## src/rtl/hilo_div_pkg.sv

```systemverilog
// rtl/hilo_div_pkg.sv - op codes, FSM state type and default width for the HI/LO divide controller
package hilo_div_pkg;

  localparam int W_DEF = 32;

  localparam logic [2:0] OP_DIV  = 3'd0;
  localparam logic [2:0] OP_DIVU = 3'd1;
  localparam logic [2:0] OP_MTHI = 3'd2;
  localparam logic [2:0] OP_MTLO = 3'd3;
  localparam logic [2:0] OP_MFHI = 3'd4;
  localparam logic [2:0] OP_MFLO = 3'd5;

  typedef enum logic [1:0] {
    ST_IDLE   = 2'd0,
    ST_LAUNCH = 2'd1,
    ST_WAIT   = 2'd2,
    ST_FIX    = 2'd3
  } state_e;

endpackage

```

## src/rtl/hilo_div_sign_fix.sv

```systemverilog
// rtl/hilo_div_sign_fix.sv - conditional two's-complement negate
module sign_fix #(
  parameter int W = 32
) (
  input  logic         neg,
  input  logic [W-1:0] din,
  output logic [W-1:0] dout
);

  assign dout = neg ? (~din + {{(W-1){1'b0}}, 1'b1}) : din;

endmodule

```

## src/rtl/hilo_div_ctrl.sv

```systemverilog
// rtl/hilo_div_ctrl.sv - DIV/DIVU/MT/MF sequencer owning HI/LO; signed correction under HILO_DIV_SIGNED_EN
module hilo_div_ctrl
  import hilo_div_pkg::*;
#(
  parameter int W = W_DEF
) (
  input  logic         clock,
  input  logic         resetn,
  input  logic         op_valid,
  input  logic [2:0]   op_code,
  input  logic [W-1:0] op_a,
  input  logic [W-1:0] op_b,
  input  logic         flush,
  output logic         stall,
  output logic [W-1:0] rd_data,
  output logic         div_start,
  output logic [W-1:0] div_a,
  output logic [W-1:0] div_b,
  input  logic [W-1:0] div_q,
  input  logic [W-1:0] div_r,
  input  logic         div_busy,
  output logic [W-1:0] hi,
  output logic [W-1:0] lo
);

  state_e       state_q, state_d;
  logic [W-1:0] hi_q, hi_d, lo_q, lo_d;
  logic [W-1:0] div_a_q, div_a_d, div_b_q, div_b_d;
  logic [W-1:0] a_mag, b_mag, lo_res, hi_res;
  logic         known_op;

`ifdef HILO_DIV_SIGNED_EN
  logic q_neg_q, q_neg_d, r_neg_q, r_neg_d;
  logic a_neg, b_neg;

  assign a_neg = (op_code == OP_DIV) & op_a[W-1];
  assign b_neg = (op_code == OP_DIV) & op_b[W-1];

  sign_fix #(.W(W)) u_fix_a  (.neg(a_neg),   .din(op_a),  .dout(a_mag));
  sign_fix #(.W(W)) u_fix_b  (.neg(b_neg),   .din(op_b),  .dout(b_mag));
  sign_fix #(.W(W)) u_fix_lo (.neg(q_neg_q), .din(div_q), .dout(lo_res));
  sign_fix #(.W(W)) u_fix_hi (.neg(r_neg_q), .din(div_r), .dout(hi_res));

  always_ff @(posedge clock) begin
    if (!resetn) begin
      q_neg_q <= 1'b0;
      r_neg_q <= 1'b0;
    end else begin
      q_neg_q <= q_neg_d;
      r_neg_q <= r_neg_d;
    end
  end

  always_comb begin
    q_neg_d = q_neg_q;
    r_neg_d = r_neg_q;
    if (state_q == ST_IDLE && op_valid && (op_code == OP_DIV || op_code == OP_DIVU)) begin
      q_neg_d = a_neg ^ b_neg;
      r_neg_d = a_neg;
    end
  end
`else
  // Unsigned build: DIV is plain DIVU, no negation hardware at all.
  assign a_mag  = op_a;
  assign b_mag  = op_b;
  assign lo_res = div_q;
  assign hi_res = div_r;
`endif

  always_ff @(posedge clock) begin
    if (!resetn) begin
      state_q <= ST_IDLE;
      hi_q    <= '0;
      lo_q    <= '0;
      div_a_q <= '0;
      div_b_q <= '0;
    end else begin
      state_q <= state_d;
      hi_q    <= hi_d;
      lo_q    <= lo_d;
      div_a_q <= div_a_d;
      div_b_q <= div_b_d;
    end
  end

  always_comb begin
    state_d = state_q;
    hi_d    = hi_q;
    lo_d    = lo_q;
    div_a_d = div_a_q;
    div_b_d = div_b_q;
    case (state_q)
      ST_IDLE: begin
        if (op_valid) begin
          case (op_code)
            OP_DIV, OP_DIVU: begin
              if (op_b == '0) begin
                hi_d = op_a;
                lo_d = '1;
              end else begin
                div_a_d = a_mag;
                div_b_d = b_mag;
                state_d = ST_LAUNCH;
              end
            end
            OP_MTHI: hi_d = op_a;
            OP_MTLO: lo_d = op_a;
            default: ;
          endcase
        end
      end
      ST_LAUNCH: state_d = flush ? ST_IDLE : ST_WAIT;
      // div_busy is already high on the first WAIT edge, so it alone marks completion.
      ST_WAIT: begin
        if (flush)          state_d = ST_IDLE;
        else if (!div_busy) state_d = ST_FIX;
      end
      ST_FIX: begin
        if (!flush) begin
          lo_d = lo_res;
          hi_d = hi_res;
        end
        state_d = ST_IDLE;
      end
      default: state_d = ST_IDLE;
    endcase
  end

  assign known_op = (op_code <= OP_MFLO);

  always_comb begin
    stall     = op_valid && known_op && (state_q != ST_IDLE);
    div_start = (state_q == ST_LAUNCH);
    rd_data   = '0;
    if (op_valid && op_code == OP_MFHI) rd_data = hi_q;
    if (op_valid && op_code == OP_MFLO) rd_data = lo_q;
  end

  assign div_a = div_a_q;
  assign div_b = div_b_q;
  assign hi    = hi_q;
  assign lo    = lo_q;

endmodule

```

## config.mk

```make
export PLATFORM = sky130hd
export DESIGN_NAME = hilo_div_ctrl
export DESIGN_NICKNAME = d
export VERILOG_FILES = /design/src/rtl/hilo_div_pkg.sv /design/src/rtl/hilo_div_sign_fix.sv /design/src/rtl/hilo_div_ctrl.sv
export SDC_FILE = /design/constraint.sdc
export NUM_CORES = 1
export LEC_CHECK = 0
export BUFFER_PORTS_ARGS = -buffer_cell sky130_fd_sc_hd__clkbuf_2
export CAP_MARGIN = 20
export CORE_MARGIN = 4
export CORE_UTILIZATION = 49
export CTS_CLUSTER_DIAMETER = 80
export DETAILED_ROUTE_END_ITERATION = 7
export PLACE_DENSITY_LB_ADDON = 0.1
export SETUP_SLACK_MARGIN = 0.3
export SLEW_MARGIN = 10
export SYNTH_ARGS = -nofsm -noshare
export SYNTH_HDL_FRONTEND = slang
export SYNTH_HIERARCHICAL = 1
export SYNTH_SLANG_ARGS = --single-unit
export TNS_END_PERCENT = 50
```

## constraint.sdc

```tcl
create_clock -name clock -period 3.6 [get_ports clock]
set_input_delay 0.54 -clock clock [delete_from_list [all_inputs] [get_ports clock]]
set_output_delay 0.54 -clock clock [all_outputs]
set_load 0.02 [all_outputs]
```

=== Yosys cells after proc, flatten, opt, wreduce, memory -nomap -nowiden ===
Index checks and enable logic that the tools add are counted.

* Register bits after elaboration: 130
* Latch bits: 0
* Bits in writable memories: 0
* ROM bits: 0
* Input port bits: 136
* Output and inout port bits: 162
* Word-level logic and storage cells: 56
* Memories kept: 0

* Add/sub/neg operators: 0
* $mul: 0
* Divide/modulo/power cells: 0
* $lt $le $gt $ge: 1
* Equality and inequality tests: 16
* Shifts and indexed selects: 0
* Mux-type cells: 19
* Bitwise gates (word level): 1
* Reductions and logical operators: 14

{| class="wikitable"
|+ Operators by type and width
! cell !! number
|-
| $mux W32 || 8
|-
| $pmux W32 S2 || 4
|-
| $logic_not A32 Y1 || 1
|-
| $mux W2 || 6
|-
| $reduce_and A5 Y1 || 2
|-
| $pmux W2 S4 || 1
|-
| $reduce_and A4 Y1 || 2
|-
| $eq A3 B2 Y1 const B || 2
|-
| $eq A3 B3 Y1 const B || 2
|-
| $ne A2 B2 Y1 const B || 3
|-
| $ne A3 B1 Y1 const B || 2
|-
| $ne A3 B3 Y1 const B || 2
|-
| $eq A2 B2 Y1 const B || 2
|-
| $logic_and A1 B1 Y1 || 4
|-
| $reduce_bool A2 Y1 || 2
|-
| $eq A3 B1 Y1 const B || 1
|-
| $le A3 B3 Y1 const B || 1
|-
| $logic_not A3 Y1 || 1
|-
| $eq A2 B1 Y1 const B || 1
|-
| $logic_not A2 Y1 || 1
|-
| $ne A2 B1 Y1 const B || 1
|-
| $reduce_or A2 Y1 || 1
|-
| $not A1 Y1 || 1
|}

=== Logic depth before layout (Yosys ltp) ===
Gate-level depths: netlist (run 1).

* Depth after elaboration: 5
* Mapped depth: 9

=== Least setup slack after synthesis (run 1) ===
Ideal clock, no wire load.

* Path type: input -> output
* Start: input port op_valid
* End: output port rd_data[10]
* Arrival time: 1.671 ns
* Slack: 1.389 ns
* Cell stages on the path: 4
* Cell sequence: inv_1 nor4_1 clkbuf_1 a22o_1

* Longest elaborated chain between the ends: 3

{| class="wikitable"
|+ RTL lines
! element !! RTL line !! text
|-
| start: declaration || hilo_div_ctrl.sv:9 || <nowiki>input logic op_valid,</nowiki>
|-
| $logic_and A1 B1 Y1 || hilo_div_ctrl.sv:135 || <nowiki>if (op_valid && op_code == OP_MFHI) rd_data = hi_q;</nowiki>
|-
| $mux W32 || hilo_div_ctrl.sv:135 ||
|-
| $mux W32 (*) || hilo_div_ctrl.sv:136 || <nowiki>if (op_valid && op_code == OP_MFLO) rd_data = lo_q;</nowiki>
|-
| end: declaration || hilo_div_ctrl.sv:15 || <nowiki>output logic [W-1:0] rd_data,</nowiki>
|}

Mark *: on every way between the ends. The rest lies on a longest branch, timed or not.

=== Worst setup path after layout (run 1) ===
* Start: register state_q[0]
* End: register lo_q[20] (netlist: lo[20])

* Longest elaborated chain between the ends: 3

{| class="wikitable"
|+ RTL lines
! element !! RTL line !! text
|-
| start: declaration || hilo_div_ctrl.sv:26 || <nowiki>state_e state_q, state_d;</nowiki>
|-
| start signal: assignment || hilo_div_ctrl.sv:78 || <nowiki>state_q <= state_d;</nowiki>
|-
| $eq A2 B2 Y1 or $logic_not A2 Y1 (tied branches) || hilo_div_ctrl.sv:92 || <nowiki>case (state_q)</nowiki>
|-
| $ne A2 B2 Y1 (no source line), or another cell as far along || n/a ||
|-
| $reduce_and A5 Y1 (no source line) || n/a ||
|-
| end signal: assignment || hilo_div_ctrl.sv:80 || <nowiki>lo_q <= lo_d;</nowiki>
|-
| end: declaration || hilo_div_ctrl.sv:27 || <nowiki>logic [W-1:0] hi_q, hi_d, lo_q, lo_d;</nowiki>
|}

Parallel ways exist; a longest one is shown, timed or not.
A chain may end at the register's enable or synchronous reset.

==> flow_metrics.env, run 1 <==
export IMPL_vias=6042
export IMPL_die_x_um=117.8
export IMPL_drc_errors=0
export IMPL_worstSetupStartpointType="flip-flop"
export IMPL_crit_type="reg -> reg"
export IMPL_setup_tns_ps=0
export IMPL_fin_crit_sh_pct=74.43
export IMPL_reg2reg_depth=6
export IMPL_grtUsageTotal_pct=27.38
export IMPL_hold_violations=0
export IMPL_power_frac_comb_pct=23.5
export IMPL_whs_ps=365.3
export IMPL_max_cap_viol_count=0
export IMPL_crit_fanout=22
export IMPL_grtUsageMet2_pct=48.26
export IMPL_grt_pass1_vias=6054
export IMPL_wl_per_cell_um=18.66
export IMPL_synth_top_cell_area_share_pct=44.10
export IMPL_fmax_mhz=373.2
export IMPL_synth_area_um2=5902
export IMPL_wl_um=19500
export IMPL_cp_slowest_cell="a221oi_1"
export IMPL_ys_types=29
export IMPL_p_sw_share_pct=31.40
export IMPL_crit_path_cell_trace="inv_1, ha_1, a221oi_1, nand3_2, buf_4, o221a_1"
export IMPL_p_clk_share_pct=37.0
export IMPL_grt_max_degree=129
export IMPL_synth_largest_area_cell="dfxtp_1"
export IMPL_hold_path_cell_count=3
export IMPL_start_util_pct=50.82
export IMPL_grt_util_met3_pct=7.641
export IMPL_place_gp_congestion=0.8525
export IMPL_cts_tree="built"
export IMPL_power_density_nw_per_um2=565.8
export IMPL_cts_resized=0
export IMPL_synth_seq_area_share_pct=44.10
export IMPL_timing_clock_skew_ps=6.287
export IMPL_maxSlewHeadroom_pct=43.62
export IMPL_viasPerCell=5.782
export IMPL_rsz0062_at_grt="false"
export IMPL_finalPower_w=0.004537
export IMPL_yosys_warnings=6
export IMPL_maxSlewViolCount=0
export IMPL_p_seq_share_pct=39.5
export IMPL_io_buffers=297
export IMPL_cts_buffer_depth=2
export IMPL_placed_area_um2=7430
export IMPL_crit_path_end_kind="flip-flop"
export IMPL_clk_pin_slew_ps=50
export IMPL_cts_sinks=130
export IMPL_seqCellArea_um2=2603
export IMPL_drive_above_1_share_pct=41.57
export IMPL_synth_area_top_cells="dfxtp_1 44%, nand3_1 8.2%, mux2_2 6.1%, o221a_1 6.1%, mux2i_1 5.8%"
export IMPL_arrival_ps=2970
export IMPL_fp_dieH_um=117.8
export IMPL_final_nets=1033
export IMPL_hp_class="in -> reg"
export IMPL_p_sw_w=0.001425
export IMPL_synthFlopType="dfxtp_1"
export IMPL_dpl_worst_slack_ps=701.7
export IMPL_clockRootBuffer="clkbuf_16"
export IMPL_first_pass_iters=5
export IMPL_yosysMostFrequentCell="dfxtp_1"
export IMPL_synth_seq_cells=130
export IMPL_grt_busiest_layer="met2"
export IMPL_async_flop_share_pct=0
export IMPL_antenna_found_initial=0
export IMPL_cts_hold_fix_buffers=0
export IMPL_synth_edf_count=0
export IMPL_p_leak_nw=3.824
export IMPL_grt_first_pass_wirelength_um=31220
export IMPL_setup_violations=0
export IMPL_final_area_um2=8019
export IMPL_fp_row_count=39
export IMPL_ant_nets=0
export IMPL_fillers=972
export IMPL_yosys_top_cells_count="130 x dfxtp_1, 97 x nand3_1, 69 x nand2_1"
export IMPL_antenna_cells=0
export IMPL_syn_nets=771
export IMPL_cts_buffers=17
export IMPL_critPathMaxStageDelay_ps=530
export IMPL_fin_crit_ps=2679
export IMPL_die_area_um2=13870
export IMPL_use_met1_pct=31.78
export IMPL_outcome="completed"
export IMPL_core_um2=11610
export IMPL_avgSynthCellArea_um2=9.368
export IMPL_worst_slack_ps=920.6
export IMPL_p_int_w=0.003112
export IMPL_cts_max_level=4
export IMPL_multi_input_area_um2=3043
export IMPL_peakVddDrop_v=0.0002817
export IMPL_clock_latency_ps=410
export IMPL_cts_setup_buffers=0
export IMPL_worst_slew_pin_slew_ps=845.7
export IMPL_pin_count=298
export IMPL_drtIter0Drc=403
export IMPL_syn_to_final_growth_pct=35.87
export IMPL_critical_path_required_ps=3900
export IMPL_grt_overflow_total=0
export IMPL_netlist_instances=630
export IMPL_hpwl_um=13970
metrics by stage:
stage | cells | utilization (%)
after floorplan | 630 | -
after global placement | 1015 | 63.97
after detailed placement | 1015 | 63.97
after CTS | 1044 | 68.88
after global routing | 1045 | 69.05
final | 1045 | 69.05
power groups by stage:
| stage | clock, W | combinational [W] | sequential (W) |
|---|---|---|---|
| finish | 0.00168 | 0.00107 | 0.00179 |
| global route | 0.00176 | 0.00115 | 0.00182 |
| CTS | 0.00170 | 0.00107 | 0.00179 |
| detailed placement | 0 | 0.00106 | 0.00182 |
| global placement | 0 | 0.00103 | 0.00181 |
| floorplan | 0 | 0.000450 | 0.00200 |
worst paths after layout:
check	slack, ps	to	from
worst max register to register	920	lo[20]	state_q[0]
worst min-delay path	370	div_b[1]	op_b[1]
worst min register to register	450	div_b[31]	div_b[31]
worst max-delay path	920	lo[20]	state_q[0]
critical path: cells and delay by family, from the launching register on:
family,cells,cell delay [ps]
flops,1,430
simple gates,1,500
fa+ha+maj,1,360
buf+inv,2,510
compound gates,2,750
state kept, by name, indices dropped and copies added (netlist names):
name and flops:
hi 32, div_b 32, state_q 2, div_a 32
lo 32
layout by cell type, fill, tap and decap left out, types with 3 or more instances in the layout:
cell / n
mux2i_1: 34
clkbuf_2: 296
mux2_2: 32
buf_4: 13
nor4_1: 8
clkbuf_16: 17
o21ai_0: 64
ha_1: 4
o221a_1: 32
a22o_1: 32
nor2_1: 3
o21ai_1: 4
inv_1: 4
o211a_1: 32
dfxtp_1: 130
nand3_1: 96
clkbuf_1: 3
clkbuf_8: 4
nand2_1: 69
logic make-up (layout without fill, tap and decap cells):
group                    after synthesis  after routing  share of synthesized area [%]
flip-flops                           130            130                          44.10
multiplexers                          66             66                          11.87
adder cells (fa/ha/maj)                5              5                          1.060
AO/OA/AOI/OAI                        172            172                          23.30
buffers and inverters                 72            344                          5.173
AND/OR/NAND/NOR                      185            185                          14.50
area by class of cell:
type / count / area share [%]
Clock inverter: 5 / 0.9674
Clock buffer: 24 / 6.132
Multi-Input combinational cell: 428 / 37.95
Sequential cell: 130 / 32.45
Tap cell: 143 / 2.231
Inverter: 4 / 0.1872
Timing Repair Buffer: 311 / 20.08
routing by layer:
layer  vias to the layer above  routed length [um]
li1                       2883                   -
met1                      2834                7836
met2                       272                9702
met3                        53                1385
met4                         0                 574
met5                         -                   0
Power figures use the tool's default switching activity.
==> run 2, diff against run 1 <==
- ABC_AREA: default -> 1
- CORE_UTILIZATION: 49 -> 43
- clock period: 3.6 -> 2.35 ns (I/O delays scaled with it)
==> flow_metrics.env, run 2 <==
export IMPL_outcome="completed"
export IMPL_viasPerCell=4.928
export IMPL_p_sw_w=0.004806
export IMPL_netlist_instances=1092
export IMPL_wl_um=23900
export IMPL_min_delay_start="op_a[24]"
export IMPL_cts_hold_fix_buffers=0
export IMPL_cts_resized=0
export IMPL_cts_setup_buffers=0
export IMPL_hold_violations=0
export IMPL_hold_path_cell_count=3
export IMPL_die_area_um2=17980
export IMPL_setup_violations=0
export IMPL_final_cells=1574
export IMPL_synth_largest_area_cell="dfxtp_1"
export IMPL_clk_pin_slew_ps=60
export IMPL_timing_rr_end="lo[8]"
export IMPL_worst_slew_pin_slew_ps=683.4
export IMPL_fp_dieH_um=134.1
export IMPL_setup_tns_ps=0
export IMPL_p_clk_share_pct=26.0
export IMPL_rsz0062_at_grt="false"
export IMPL_crit_path_end_kind="flip-flop"
export IMPL_yosysMostFrequentCell="nand2_1"
export IMPL_cts_max_level=4
export IMPL_clockRootBuffer="clkbuf_16"
export IMPL_p_seq_share_pct=28.6
export IMPL_critPathMaxStageDelay_ps=340
export IMPL_hpwl_um=17520
export IMPL_reg2reg_depth=10
export IMPL_power_frac_comb_pct=45.4
export IMPL_io_buffers=297
export IMPL_hp_class="in -> reg"
export IMPL_wl_per_cell_um=15.18
export IMPL_arrival_ps=2240
export IMPL_synth_area_top_cells="dfxtp_1 38%, nand2_1 13%, inv_1 9.1%, nor2_1 8.6%, a21oi_1 7.2%"
export IMPL_drc_errors=0
export IMPL_post_route_util_pct=60.04
export IMPL_grtUsageTotal_pct=25.79
export IMPL_multi_input_area_um2=3303
export IMPL_seqCellArea_um2=2605
export IMPL_synth_edf_count=0
export IMPL_grt_max_degree=77
export IMPL_fp_row_count=45
export IMPL_grt_overflow_total=0
export IMPL_async_flop_share_pct=0
export IMPL_yosys_warnings=6
export IMPL_start_util_pct=44.48
export IMPL_final_common_cell="clkbuf_2"
export IMPL_synthFlopType="dfxtp_1"
export IMPL_drtIter0Drc=585
export IMPL_first_pass_iters=5
export IMPL_syn_to_final_growth_pct=34.99
export IMPL_fin_crit_sh_pct=82.20
export IMPL_timing_clock_skew_ps=6.964
export IMPL_synth_seq_cells=130
export IMPL_fillers=1534
export IMPL_pin_count=298
export IMPL_p_leak_nw=4.720
export IMPL_critical_path_required_ps=2660
export IMPL_avgSynthCellArea_um2=6.261
export IMPL_antenna_found_initial=2
export IMPL_crit_path_cell_trace="inv_1, ha_1, inv_1, a21oi_1, a21oi_4, nand3_2, buf_6, nand2_1, inv_1, nor2_1"
export IMPL_core_um2=15370
export IMPL_peakVddDrop_v=0.0006950
export IMPL_clock_latency_ps=410
export IMPL_crit_type="reg -> reg"
export IMPL_critPathMostFrequentCell="inv_1"
export IMPL_p_int_w=0.006493
export IMPL_synth_top_cell_area_share_pct=38.07
export IMPL_cts_tree="built"
export IMPL_synth_area_um2=6837
export IMPL_r2r_slack_ps=420
export IMPL_min_to="div_a[24]"
export IMPL_r2r_start="state_q[0]"
export IMPL_dpl_cell_count=1541
export IMPL_fin_crit_ps=1932
export IMPL_drive_above_1_share_pct=26.95
export IMPL_cts_sinks=130
export IMPL_max_cap_viol_count=0
export IMPL_dpl_worst_slack_ps=378.4
export IMPL_p_sw_share_pct=42.53
export IMPL_fmax_mhz=517.7
export IMPL_vias=7757
export IMPL_synth_seq_area_share_pct=38.07
export IMPL_syn_nets=1233
export IMPL_maxSlewHeadroom_pct=54.44
export IMPL_worstSetupStartpointType="flip-flop"
export IMPL_whs_ps=202.3
export IMPL_yosys_top_cells_count="243 x nand2_1, 166 x inv_1, 157 x nor2_1"
export IMPL_place_gp_congestion=0.8926
export IMPL_final_cell_mix="296 x clkbuf_2, 241 x nand2_1, 166 x inv_1"
export IMPL_crit_fanout=32
export IMPL_power_density_nw_per_um2=1224
export IMPL_cp_slowest_cell="dfxtp_2"
export IMPL_grt_pass1_vias=7071
export IMPL_ant_nets=0
export IMPL_grt_first_pass_wirelength_um=37200
export IMPL_die_x_um=134.1
export IMPL_maxSlewViolCount=0
export IMPL_worst_slack_ps=418.4
export IMPL_ys_types=24
export IMPL_cts_buffers=17
export IMPL_final_nets=1490
export IMPL_cts_buffer_depth=2
-- run 2: power by group through the flow --
stage	combinational (W)	sequential, W	clock (W)
after CTS	0.00509	0.00323	0.00297
after global routing	0.00570	0.00332	0.00308
final	0.00513	0.00324	0.00293
after floorplan	0.00276	0.00397	0
after detailed placement	0.00503	0.00327	0
after global placement	0.00502	0.00326	0
-- run 2: area by class of cell --
| class | count | share of cell area, % |
|---|---|---|
| sequential | 130 | 28.23 |
| clock buffer | 20 | 4.948 |
| multi-input combinational | 711 | 35.79 |
| inverter | 169 | 6.874 |
| tap | 211 | 2.861 |
| clock inverter | 12 | 2.223 |
| antenna | 1 | 0.02711 |
| timing repair buffer | 320 | 19.05 |
-- run 2: worst max path at each step --
stage	from	endpoint	slack, ps	cells past startpoint
after detailed placement	state_q[0]	lo[8]	380	10
after global routing	state_q[0]	lo[16]	310	10
after CTS	state_q[0]	lo[8]	320	10
after floorplan	state_q[0]	lo[20]	580	10
final	state_q[0]	lo[8]	420	10
after global placement	op_b[15]	hi[16]	410	10
-- run 2: cell families after synthesis --
| kind of cell | share of synthesized area [%] |
|---|---|
| AOI/OAI and AO/OA | 13.07 |
| adders and majority gates | 0.9151 |
| DFF | 38.07 |
| buffers and inverters | 14.33 |
| and+or+nand+nor | 33.62 |
-- run 2: metrics by stage --
step	cell area, um^2	total power, W
floorplan	6837	0.006724
global placement	8551	0.008280
detailed placement	8551	0.008296
CTS	9213	0.01129
global route	9229	0.01210
finish	9229	0.01130
-- run 2: worst max-delay path, delay by kind of cell (launching register included) --
family	cells	cell delay, ps
AO/OA/AOI/OAI	2	410
adder cells (fa/ha/maj)	1	230
buffers and inverters	4	590
flip-flops	1	340
AND/OR/NAND/NOR	3	250
-- run 2: routing by layer --
metal  vias up  GRT usage, %  wire [um]  share of wire, %
met5         -             0         12             0.050
met4         2         8.710        567               2.4
met3        39         7.652       2098               8.8
met2       319         38.15      10490                44
met1      3412         35.99      10740                45
li1       3985             -          -                 -
==> run 3, diff against run 2 <==
- CORE_UTILIZATION: 43 -> 48
- clock period: 2.35 -> 1.8 ns (I/O delays scaled with it)
==> flow_metrics.env, run 3 (same netlist as run 2, synthesis figures left out) <==
export IMPL_outcome="completed"
export IMPL_final_cell_mix="289 x clkbuf_2, 192 x nand2_1, 149 x nor2_1"
export IMPL_maxSlewHeadroom_pct=67.35
export IMPL_final_common_cell="clkbuf_2"
export IMPL_cp_slowest_cell="dfxtp_2"
export IMPL_cts_sinks=130
export IMPL_die_area_um2=16220
export IMPL_maxSlewViolCount=0
export IMPL_crit_path_cell_trace="inv_4, ha_4, nand2_2, inv_2, or2_4, a21oi_4, buf_4, nand4_1, nand2_1, nor2_2"
export IMPL_setup_tns_ps=0
export IMPL_vias=8334
export IMPL_io_buffers=297
export IMPL_p_leak_nw=4.984
export IMPL_timing_clock_skew_ps=8.178
export IMPL_wl_um=25860
export IMPL_syn_to_final_growth_pct=47.89
export IMPL_worst_slew_pin_slew_ps=489.7
export IMPL_fin_crit_sh_pct=96.01
export IMPL_hp_class="in -> reg"
export IMPL_critical_path_required_ps=2110
export IMPL_setup_violations=0
export IMPL_p_int_w=0.009075
export IMPL_hpwl_um=17430
export IMPL_pin_count=298
export IMPL_arrival_ps=2030
export IMPL_antenna_found_initial=0
export IMPL_fp_dieH_um=127.3
export IMPL_final_nets=1519
export IMPL_core_um2=13930
export IMPL_p_sw_share_pct=43.92
export IMPL_antenna_cells=0
export IMPL_first_pass_iters=5
export IMPL_drtIter0Drc=876
export IMPL_worst_slack_ps=71.77
export IMPL_crit_fanout=7
export IMPL_cts_buffers=17
export IMPL_path_buf_inv=3
export IMPL_critPathMaxStageDelay_ps=350
export IMPL_grtUsageTotal_pct=29.50
export IMPL_power_frac_comb_pct=52.9
export IMPL_p_clk_share_pct=21.0
export IMPL_cts_max_level=4
export IMPL_viasPerCell=5.308
export IMPL_crit_path_end_kind="flip-flop"
export IMPL_crit_type="reg -> reg"
export IMPL_drive_above_1_share_pct=35.76
export IMPL_wl_per_cell_um=16.47
export IMPL_fin_crit_ps=1728
export IMPL_drc_errors=0
export IMPL_grt_max_degree=67
export IMPL_clk_pin_slew_ps=60
export IMPL_fp_row_count=43
export IMPL_dpl_worst_slack_ps=-28.89
export IMPL_max_cap_viol_count=0
export IMPL_clockRootBuffer="clkbuf_16"
export IMPL_grt_overflow_total=0
export IMPL_cts_buffer_depth=2
export IMPL_grt_pass1_vias=7560
export IMPL_die_x_um=127.3
export IMPL_p_seq_share_pct=26.0
export IMPL_worstSetupStartpointType="flip-flop"
export IMPL_grt_first_pass_wirelength_um=38410
export IMPL_critPathTopFamily="simple AND/OR/NAND/NOR gates"
export IMPL_p_sw_w=0.007106
export IMPL_place_gp_congestion=0.8490
export IMPL_start_util_pct=49.06
export IMPL_power_density_nw_per_um2=1600
export IMPL_peakVddDrop_v=0.0007620
export IMPL_hold_violations=0
export IMPL_clock_latency_ps=410
export IMPL_ant_nets=0
export IMPL_cts_tree="built"
export IMPL_cts_hold_fix_buffers=0
export IMPL_rsz0062_at_grt="true"
export IMPL_fmax_mhz=578.6
-- run 3: cell count changes in the layout (fill, tap and decap cells not counted), moves of 6 or more --
cell	previous run	this run
inv_1	166	136
clkbuf_2	296	289
a21oi_1	98	91
nand2_1	241	192
a21oi_2	0	7
nand2_4	0	22
nor2_2	0	7
nand3_1	69	61
nand2_2	2	28
inv_2	3	31
buf_6	3	9
nor2_1	156	149
buf_4	13	19
buf_12	7	20
-- run 3: area by class of cell --
class	count	area (um^2)
clock buffer	27	503.0
clock inverter	4	72.57
fill	1231	3824
inverter	169	639.4
multi-input combinational	712	3750
sequential	130	2605
tap	180	225.2
timing repair buffer	348	2316
-- run 3: per-layer routing --
metal / global-route usage, % / vias to the layer above / routed length, um
li1: - / 4048 / -
met2: 48.90 / 395 / 12520
met5: 0 / - / 0
met3: 7.692 / 47 / 2381
met4: 11.55 / 0 / 787
met1: 36.67 / 3844 / 10180
-- run 3: repair_timing --
item,4_1_cts,5_1_grt
hold endpoints to repair,0,0
pin swaps,4,62
buffers inserted,2,4
gates resized for setup,9,156
endpoints found under the setup margin,141,164
cloned,2,6
-- run 3: final timing paths --
check | slack (ps) | end | startpoint | cells past startpoint
worst max-delay path | 70 | lo[3] | state_q[0] | 10
worst min-delay path | 110 | div_b[6] | op_b[6] | 3
worst max register to register | 70 | lo[3] | state_q[0] | 10
worst min register to register | 460 | div_b[5] | div_b[5] | 2
-- run 3: tightest hold or removal path: cells and delay by family --
family | cells | cell delay [ps]
compound gates | 1 | 40
buf+inv | 1 | 100
simple gates | 1 | 70
-- run 3: through the flow --
step                      hold WS (ps)  utilization (%)  power (W)  std cells  cell area, um^2
after floorplan                  435.1                -   0.009028       1092             6947
after global placement           446.7            63.14    0.01133       1525             8798
after detailed placement         450.8            63.14    0.01140       1525             8798
after CTS                        105.7            68.13    0.01500       1560             9494
after global routing             120.2            72.56    0.01721       1570            10110
final                            113.7            72.56    0.01618       1570            10110
-- run 3: power groups by stage --
stage	Clock (W)	Combinational [W]	Sequential, W
5_1_grt	0.00356	0.00936	0.00430
3_3_place_gp	0	0.00709	0.00424
2_1_floorplan	0	0.00384	0.00519
3_5_place_dp	0	0.00715	0.00425
6_report	0.00340	0.00857	0.00421
4_1_cts	0.00344	0.00736	0.00420
